===== src/rtl/ds_slave_pkg.sv =====
// Shared types and default timing for the 1-wire bit-level responder.
package ds_slave_pkg;

  // Default slot timings in clk cycles at 25 MHz.
  localparam int unsigned DS_CNT_W        = 14;
  localparam int unsigned DS_CNT_SAMPLE   = 750;
  localparam int unsigned DS_CNT_RD_HOLD  = 750;
  localparam int unsigned DS_CNT_RST_MIN  = 10000;
  localparam int unsigned DS_CNT_PRES_DLY = 750;
  localparam int unsigned DS_CNT_PRES     = 3000;

  // Consecutive synced low samples needed before the glitch filter reports a low.
  localparam int unsigned DS_FILT_LEN = 3;

  typedef enum logic [2:0] {
    IDLE,
    RD_HOLD,
    SLOT,
    WAIT_HIGH,
    RST_LOW,
    PRES_DLY,
    PRES,
    PRES_REL
  } ds_state_e;

endpackage


===== src/rtl/ds_in_sync.sv =====
// dq input conditioning: 2-flop synchronizer, optional low-glitch filter
// (DS_SLAVE_GLITCH_FILTER_EN), falling-edge detect on the conditioned level.
module ds_in_sync
  import ds_slave_pkg::*;
(
  input  logic clk,
  input  logic rst,
  input  logic dq_i,
  output logic dq_s_o,
  output logic fall_det_o
);

  logic sync1_q;
  logic sync2_q;
  logic lvl_q;
  logic dq_s;

`ifdef DS_SLAVE_GLITCH_FILTER_EN
  logic [DS_FILT_LEN-2:0] hist_q;

  // Level reads low only once the last DS_FILT_LEN synced samples are all low.
  always_ff @(posedge clk) begin
    if (rst) begin
      hist_q <= '1;
    end else begin
      hist_q <= (DS_FILT_LEN-1)'({hist_q, sync2_q});
    end
  end

  assign dq_s = sync2_q | (|hist_q);
`else
  assign dq_s = sync2_q;
`endif

  // Reset to the idle-high bus level so leaving reset never looks like a fall.
  always_ff @(posedge clk) begin
    if (rst) begin
      sync1_q <= 1'b1;
      sync2_q <= 1'b1;
      lvl_q   <= 1'b1;
    end else begin
      sync1_q <= dq_i;
      sync2_q <= sync1_q;
      lvl_q   <= dq_s;
    end
  end

  assign dq_s_o     = dq_s;
  assign fall_det_o = lvl_q & ~dq_s;

endmodule


===== src/rtl/ds_slave_bit.sv =====
// 1-wire slave bit layer: reset/presence, write-slot sampling, read-slot drive.
// Optional input glitch filter selected by DS_SLAVE_GLITCH_FILTER_EN.
module ds_slave_bit
  import ds_slave_pkg::*;
#(
  parameter int unsigned CNT_W        = DS_CNT_W,
  parameter int unsigned CNT_SAMPLE   = DS_CNT_SAMPLE,
  parameter int unsigned CNT_RD_HOLD  = DS_CNT_RD_HOLD,
  parameter int unsigned CNT_RST_MIN  = DS_CNT_RST_MIN,
  parameter int unsigned CNT_PRES_DLY = DS_CNT_PRES_DLY,
  parameter int unsigned CNT_PRES     = DS_CNT_PRES
) (
  input  logic clk,
  input  logic rst,
  input  logic dq_in,
  output logic dq_out,
  output logic dq_out_en,
  input  logic tx_en,
  input  logic tx_bit,
  output logic rx_bit,
  output logic rx_vld,
  output logic tx_done,
  output logic rst_det,
  output logic busy
);

  localparam logic [CNT_W-1:0] SAMPLE_LAST   = CNT_W'(CNT_SAMPLE - 1);
  localparam logic [CNT_W-1:0] RD_HOLD_LAST  = CNT_W'(CNT_RD_HOLD - 1);
  localparam logic [CNT_W-1:0] RST_LAST      = CNT_W'(CNT_RST_MIN - 1);
  localparam logic [CNT_W-1:0] PRES_DLY_LAST = CNT_W'(CNT_PRES_DLY - 1);
  localparam logic [CNT_W-1:0] PRES_LAST     = CNT_W'(CNT_PRES - 1);

  ds_state_e        state_q;
  logic [CNT_W-1:0] cnt_q;
  logic [CNT_W-1:0] cnt_inc;
  logic             tx_en_q;
  logic             dq_en_q;
  logic             rx_bit_q;
  logic             rx_vld_q;
  logic             tx_done_q;
  logic             rst_det_q;
  logic             busy_q;
  logic             dq_s;
  logic             fall_det;

  ds_in_sync u_in_sync (
    .clk        (clk),
    .rst        (rst),
    .dq_i       (dq_in),
    .dq_s_o     (dq_s),
    .fall_det_o (fall_det)
  );

  assign cnt_inc = (&cnt_q) ? cnt_q : cnt_q + CNT_W'(1);

  // Slot FSM; cnt restarts on each state entry except SLOT -> WAIT_HIGH,
  // where it keeps measuring the low time from detection.
  always_ff @(posedge clk) begin
    if (rst) begin
      state_q   <= IDLE;
      cnt_q     <= '0;
      tx_en_q   <= 1'b0;
      dq_en_q   <= 1'b0;
      rx_bit_q  <= 1'b0;
      rx_vld_q  <= 1'b0;
      tx_done_q <= 1'b0;
      rst_det_q <= 1'b0;
      busy_q    <= 1'b0;
    end else begin
      rx_vld_q  <= 1'b0;
      tx_done_q <= 1'b0;
      rst_det_q <= 1'b0;
      cnt_q     <= cnt_inc;
      case (state_q)
        IDLE: begin
          cnt_q <= '0;
          if (fall_det) begin
            tx_en_q <= tx_en;
            busy_q  <= 1'b1;
            if (tx_en && !tx_bit) begin
              state_q <= RD_HOLD;
              dq_en_q <= 1'b1;
            end else begin
              state_q <= SLOT;
            end
          end
        end
        RD_HOLD: begin
          if (cnt_q == RD_HOLD_LAST) begin
            state_q   <= WAIT_HIGH;
            dq_en_q   <= 1'b0;
            tx_done_q <= 1'b1;
            cnt_q     <= '0;
          end
        end
        SLOT: begin
          // Only reachable when the reset threshold is set below the sample point.
          if (!dq_s && (cnt_q >= RST_LAST)) begin
            state_q <= RST_LOW;
            cnt_q   <= '0;
          end else if (cnt_q == SAMPLE_LAST) begin
            state_q <= WAIT_HIGH;
            if (tx_en_q) begin
              tx_done_q <= 1'b1;
            end else begin
              rx_vld_q <= 1'b1;
              rx_bit_q <= dq_s;
            end
          end
        end
        WAIT_HIGH: begin
          if (dq_s) begin
            state_q <= IDLE;
            busy_q  <= 1'b0;
            cnt_q   <= '0;
          end else if (cnt_q >= RST_LAST) begin
            state_q <= RST_LOW;
            cnt_q   <= '0;
          end
        end
        RST_LOW: begin
          if (dq_s) begin
            state_q <= PRES_DLY;
            cnt_q   <= '0;
          end
        end
        PRES_DLY: begin
          if (cnt_q == PRES_DLY_LAST) begin
            state_q <= PRES;
            dq_en_q <= 1'b1;
            cnt_q   <= '0;
          end
        end
        PRES: begin
          if (cnt_q == PRES_LAST) begin
            state_q <= PRES_REL;
            dq_en_q <= 1'b0;
            cnt_q   <= '0;
          end
        end
        PRES_REL: begin
          if (dq_s) begin
            state_q   <= IDLE;
            rst_det_q <= 1'b1;
            busy_q    <= 1'b0;
            cnt_q     <= '0;
          end
        end
        default: begin
          state_q <= IDLE;
          dq_en_q <= 1'b0;
          busy_q  <= 1'b0;
          cnt_q   <= '0;
        end
      endcase
    end
  end

  assign dq_out    = 1'b0;
  assign dq_out_en = dq_en_q;
  assign rx_bit    = rx_bit_q;
  assign rx_vld    = rx_vld_q;
  assign tx_done   = tx_done_q;
  assign rst_det   = rst_det_q;
  assign busy      = busy_q;

endmodule


===== config.mk =====
export PLATFORM = sky130hd
export DESIGN_NAME = ds_slave_bit
export DESIGN_NICKNAME = d
export VERILOG_FILES = /design/src/rtl/ds_slave_pkg.sv /design/src/rtl/ds_in_sync.sv /design/src/rtl/ds_slave_bit.sv
export SDC_FILE = /design/constraint.sdc
export NUM_CORES = 1
export LEC_CHECK = 0
export ABC_AREA = 1
export BUFFER_PORTS_ARGS = -buffer_cell sky130_fd_sc_hd__buf_2
export CAP_MARGIN = 15
export CORE_UTILIZATION = 64
export DETAILED_ROUTE_END_ITERATION = 6
export GPL_TIMING_DRIVEN = 0
export PLACE_DENSITY = 0.84
export SLEW_MARGIN = 20
export SYNTH_ARGS = -nofsm -noshare
export SYNTH_HDL_FRONTEND = slang
export SYNTH_SLANG_ARGS = --single-unit

===== constraint.sdc =====
create_clock -name clk -period 3.21 [get_ports clk]
set_input_delay 0 -clock clk [delete_from_list [all_inputs] [get_ports clk]]
set_output_delay 0 -clock clk [all_outputs]
set_load 0.005 [all_outputs]

==> results_tabular.tex <==
\begin{tabular}{lr}
\hline
Metric & Value \\
\hline
\multicolumn{2}{l}{\textbf{Floorplanning}} \\
Area of the die & 2790 sq um \\
I/O pin count & 12 \\
Total core area & around 2500 sq um \\
Standard-cell row count & 18 \\
Initial cell density of the core & 67.4\% \\
Width of the chip & between 50 and 60 microns \\
Die Span Y & 52.8 microns \\
\multicolumn{2}{l}{\textbf{Cells and area}} \\
Growth of design area from synthesis to finish & 7.19\% \\
Share of the core filled with cells & 72.2\% \\
Antenna diode count & 0 \\
Share of layout cells above drive strength 1 & under 10\% \\
Number of nets in the layout & 298 \\
Final std cells w/o fill & 320 \\
\multicolumn{2}{l}{\textbf{Worst setup path}} \\
Data arrival at the endpoint of the critical path & 2.27 ns \\
Category of the worst setup path launch point & flip-flop \\
Maximum fanout count along the critical path & 10 \\
Combined buffer and inverter count along the critical path & 1 \\
Longest individual stage delay on the worst path & about 0.47 ns \\
Most Frequent Cell on Critical Path & sky130\_fd\_sc\_hd\_\_nand2\_1 \\
List of cells traversed by the critical path & ha\_1 > nand3\_1 > nand2\_1 > nand2\_1 > nand2\_1 > nand3\_1 > nand2\_1 > nand3\_1 > nand2\_2 > buf\_6 > nor2\_1 \\
Slowest CP cell & sky130\_fd\_sc\_hd\_\_dfxtp\_1 \\
Worst setup EP type & flip-flop \\
Required arrival time at the worst endpoint & 3.45 ns \\
Family with the most delay on the worst path & simple AND/OR/NAND/NOR gates \\
Type of the setup path with the least slack & reg2reg \\
\multicolumn{2}{l}{\textbf{Synth}} \\
Async SR Flop Fraction & 0\% \\
Share of the yosys chip area belonging to registers & 32.7\% \\
Post-Syn Instances & approximately 280 \\
Library cell with the largest summed area after synthesis & sky130\_fd\_sc\_hd\_\_dfxtp\_1 \\
Post-synth EDFFs & 0 \\
Commonest register cell after synthesis & sky130\_fd\_sc\_hd\_\_dfxtp\_1 \\
Flip-flop and latch count after synthesis & 27 \\
Count of unique library cells instantiated by Yosys & 25 \\
Area share of the largest cell type after synthesis & around a third \\
Ys Warns & 0 \\
Combined area of all synthesized cells & approximately 1700 sq um \\
Synth Area per Inst & 5.99 sq um \\
Synthesized Nets & 283 \\
Leading cell types by total area after synthesis & sky130\_fd\_sc\_hd\_\_dfxtp\_1, sky130\_fd\_sc\_hd\_\_nand2\_1, sky130\_fd\_sc\_hd\_\_nor2\_1 \\
\multicolumn{2}{l}{\textbf{Worst hold path}} \\
Type of the tightest min-delay check & in2reg \\
\multicolumn{2}{l}{\textbf{Placement}} \\
Number of port buffers & 9 \\
Pre-CTS WS & 1.26 ns \\
Routability congestion estimate & 0.953 \\
Dpl hpwl & 2.88 mm \\
Number of cells in the design after placement & 315 \\
\multicolumn{2}{l}{\textbf{Detailed routing}} \\
Antenna-violating nets left & 0 \\
Post-detailed-routing wire length & 3.81 mm \\
Via density per instance & 5.40 \\
WL/cell & 11.9 microns \\
Drt drc & 0 \\
Count of vias placed by the detailed router & 1728 \\
DRT Pass-1 Iters & 5 \\
Number of violations reported at the end of detailed-routing iteration 0 & $\sim$140 \\
\multicolumn{2}{l}{\textbf{Clock network}} \\
Clk Tree Root Cell & sky130\_fd\_sc\_hd\_\_clkbuf\_4 \\
Num CTS Buffers & 3 \\
Cts repair resizes & 0 \\
Clock slew at reported path FFs & 0.14 ns \\
Clock tree from TritonCTS & yes \\
Later-pin clock latency in the skew report & 0.33 ns \\
Number of sinks handled by clock tree synthesis & 27 \\
Largest buffer count on any clock path & 2 \\
CTS H-tree depth & 1 \\
\multicolumn{2}{l}{\textbf{STA}} \\
Worst Setup Slack, final & about 1.2 ns \\
Final setup viols & 0 \\
Pins Over Slew Limit & 0 \\
Share of the clock period used by the worst path after layout & between 60\% and 70\% \\
Clock period minus worst slack & a little over 2 ns \\
Maximum clock rate & 491 MHz \\
Clock Skew & between 0.006 and 0.007 ns \\
Unrepaired setup endpoints after global routing & false \\
Number of failing hold endpoints at the final stage & 0 \\
Total negative slack for setup checks & 0 ns \\
\multicolumn{2}{l}{\textbf{GRT}} \\
Maximum number of pins on one net before global-route repair & 15 \\
Leftover overflow at the end of global routing & 0 \\
Global-route wire length before repair & 6.28 mm \\
Via count of the first global-routing pass & between 1000 and 1500 \\
Total GRT Usage & 30.6\% \\
Initial antenna violation count & 0 \\
\multicolumn{2}{l}{\textbf{Pwr}} \\
Static leakage & 0.827 nW \\
IR drop worst, VDD & 0.311 mV \\
Power density over the cells & about 380 nW/um\^{}2 \\
\multicolumn{2}{l}{\textbf{Run}} \\
Max-cap violation count & 0 \\
\multicolumn{2}{l}{\textbf{Status}} \\
Result of the run & completed \\
\hline
\end{tabular}
[power breakdown]
part	leakage [nW]	switching (mW)	total, mW	internal, mW
clock	0.0150	0.100	0.149	0.0488
combinational	0.593	0.106	0.157	0.0513
sequential	0.219	0.0138	0.364	0.350
[logic make-up after synthesis]
| kind of cell | synth area share [%] |
|---|---|
| DFF | 32.7 |
| adders and majority gates | 1.51 |
| buffers and inverters | 10.3 |
| xor gates and xnor gates | 1.59 |
| AOI/OAI and AO/OA | 7.49 |
| and+or+nand+nor | 46.2 |
| other | 0.227 |
[synth_stat cells (2+ instances only)]
library cell              count
sky130_fd_sc_hd__nor4_1       3
sky130_fd_sc_hd__nand2_1     69
sky130_fd_sc_hd__nor2_1      56
sky130_fd_sc_hd__nor3_1       7
sky130_fd_sc_hd__xor2_1       3
sky130_fd_sc_hd__nand3_1     25
sky130_fd_sc_hd__o21ai_0      7
sky130_fd_sc_hd__inv_1       37
sky130_fd_sc_hd__ha_1         2
sky130_fd_sc_hd__a21oi_1     15
sky130_fd_sc_hd__nand4_1      8
sky130_fd_sc_hd__or2_2        3
sky130_fd_sc_hd__dfxtp_1     27
sky130_fd_sc_hd__nand2_2      2
sky130_fd_sc_hd__nor2_2       2
[worst reg2reg max path, cell delays in order, from the launching register on]
cell                      delay, ns
sky130_fd_sc_hd__dfxtp_1       0.47
sky130_fd_sc_hd__ha_1          0.31
sky130_fd_sc_hd__nand3_1       0.19
sky130_fd_sc_hd__nand2_1       0.10
sky130_fd_sc_hd__nand2_1       0.05
sky130_fd_sc_hd__nand2_1       0.12
sky130_fd_sc_hd__nand3_1       0.08
sky130_fd_sc_hd__nand2_1       0.15
sky130_fd_sc_hd__nand3_1       0.13
sky130_fd_sc_hd__nand2_2       0.13
sky130_fd_sc_hd__buf_6         0.16
sky130_fd_sc_hd__nor2_1        0.05
[metal layers]
metal	part of all wire, %	track usage, %
met1	48	44.1
met2	40	43.7
met3	11	8.41
met4	1.5	8.77
met5	0	0
[path summary, 6_finish.rpt]
kind                                      from                          end  slack [ns]  depth (start not counted)
setup / recovery           cnt_q[0]$_SDFF_PP0_         cnt_q[10]$_SDFF_PP0_        1.17                         11
hold / removal                           tx_en         tx_en_q$_SDFFE_PP0P_        0.05                          3
setup reg to reg           cnt_q[0]$_SDFF_PP0_         cnt_q[10]$_SDFF_PP0_        1.17                         11
hold reg to reg   u_in_sync.sync1_q$_SDFF_PP1_  u_in_sync.dq_s_o$_SDFF_PP1_        0.42                          1
[placed cells by master (no fill, tap or decap), types with 3 or more instances in the layout]
cell                       count
sky130_fd_sc_hd__nand2_1      69
sky130_fd_sc_hd__nor2_1       56
sky130_fd_sc_hd__inv_1        37
sky130_fd_sc_hd__dfxtp_1      27
sky130_fd_sc_hd__nand3_1      25
sky130_fd_sc_hd__a21oi_1      15
sky130_fd_sc_hd__buf_2        10
sky130_fd_sc_hd__nand4_1       8
sky130_fd_sc_hd__o21ai_0       7
sky130_fd_sc_hd__nor3_1        7
sky130_fd_sc_hd__nor4_1        3
sky130_fd_sc_hd__or2_2         3
sky130_fd_sc_hd__xor2_1        3
sky130_fd_sc_hd__clkbuf_4      3
[area by class of cell]
cell class	instances	area (sq um)
Sequential cell	27	541
Clock buffer	4	26.3
Multi-Input combinational cell	207	943
Buffer	4	27.5
Tap cell	30	37.5
Fill cell	225	682
Timing Repair Buffer	10	55.1
Inverter	38	143
[state kept, by name, summed over array words and instances, names as in the netlist]
register           flops
state_q                3
u_in_sync.dq_s_o       1
busy                   1
rx_bit                 1
rx_vld                 1
dq_out_en              1
tx_en_q                1
cnt_q                 14
tx_done                1
u_in_sync.lvl_q        1
rst_det                1
u_in_sync.sync1_q      1
[through the flow]
step	instance area, sq um	power (mW)	hold slack, ns
2_1_floorplan	1650	0.485	0.104
3_3_place_gp	1740	0.522	0.183
3_5_place_dp	1740	0.522	0.187
4_1_cts	1770	0.670	0.0296
5_1_grt	1770	0.705	0.0658
6_report	1770	0.671	0.0507
[timing repair]
action,CTS,global route
buffers inserted,0,0
hold endpoints to repair,1,0
hold buffers,1,0
Power figures use the tool's default switching activity.
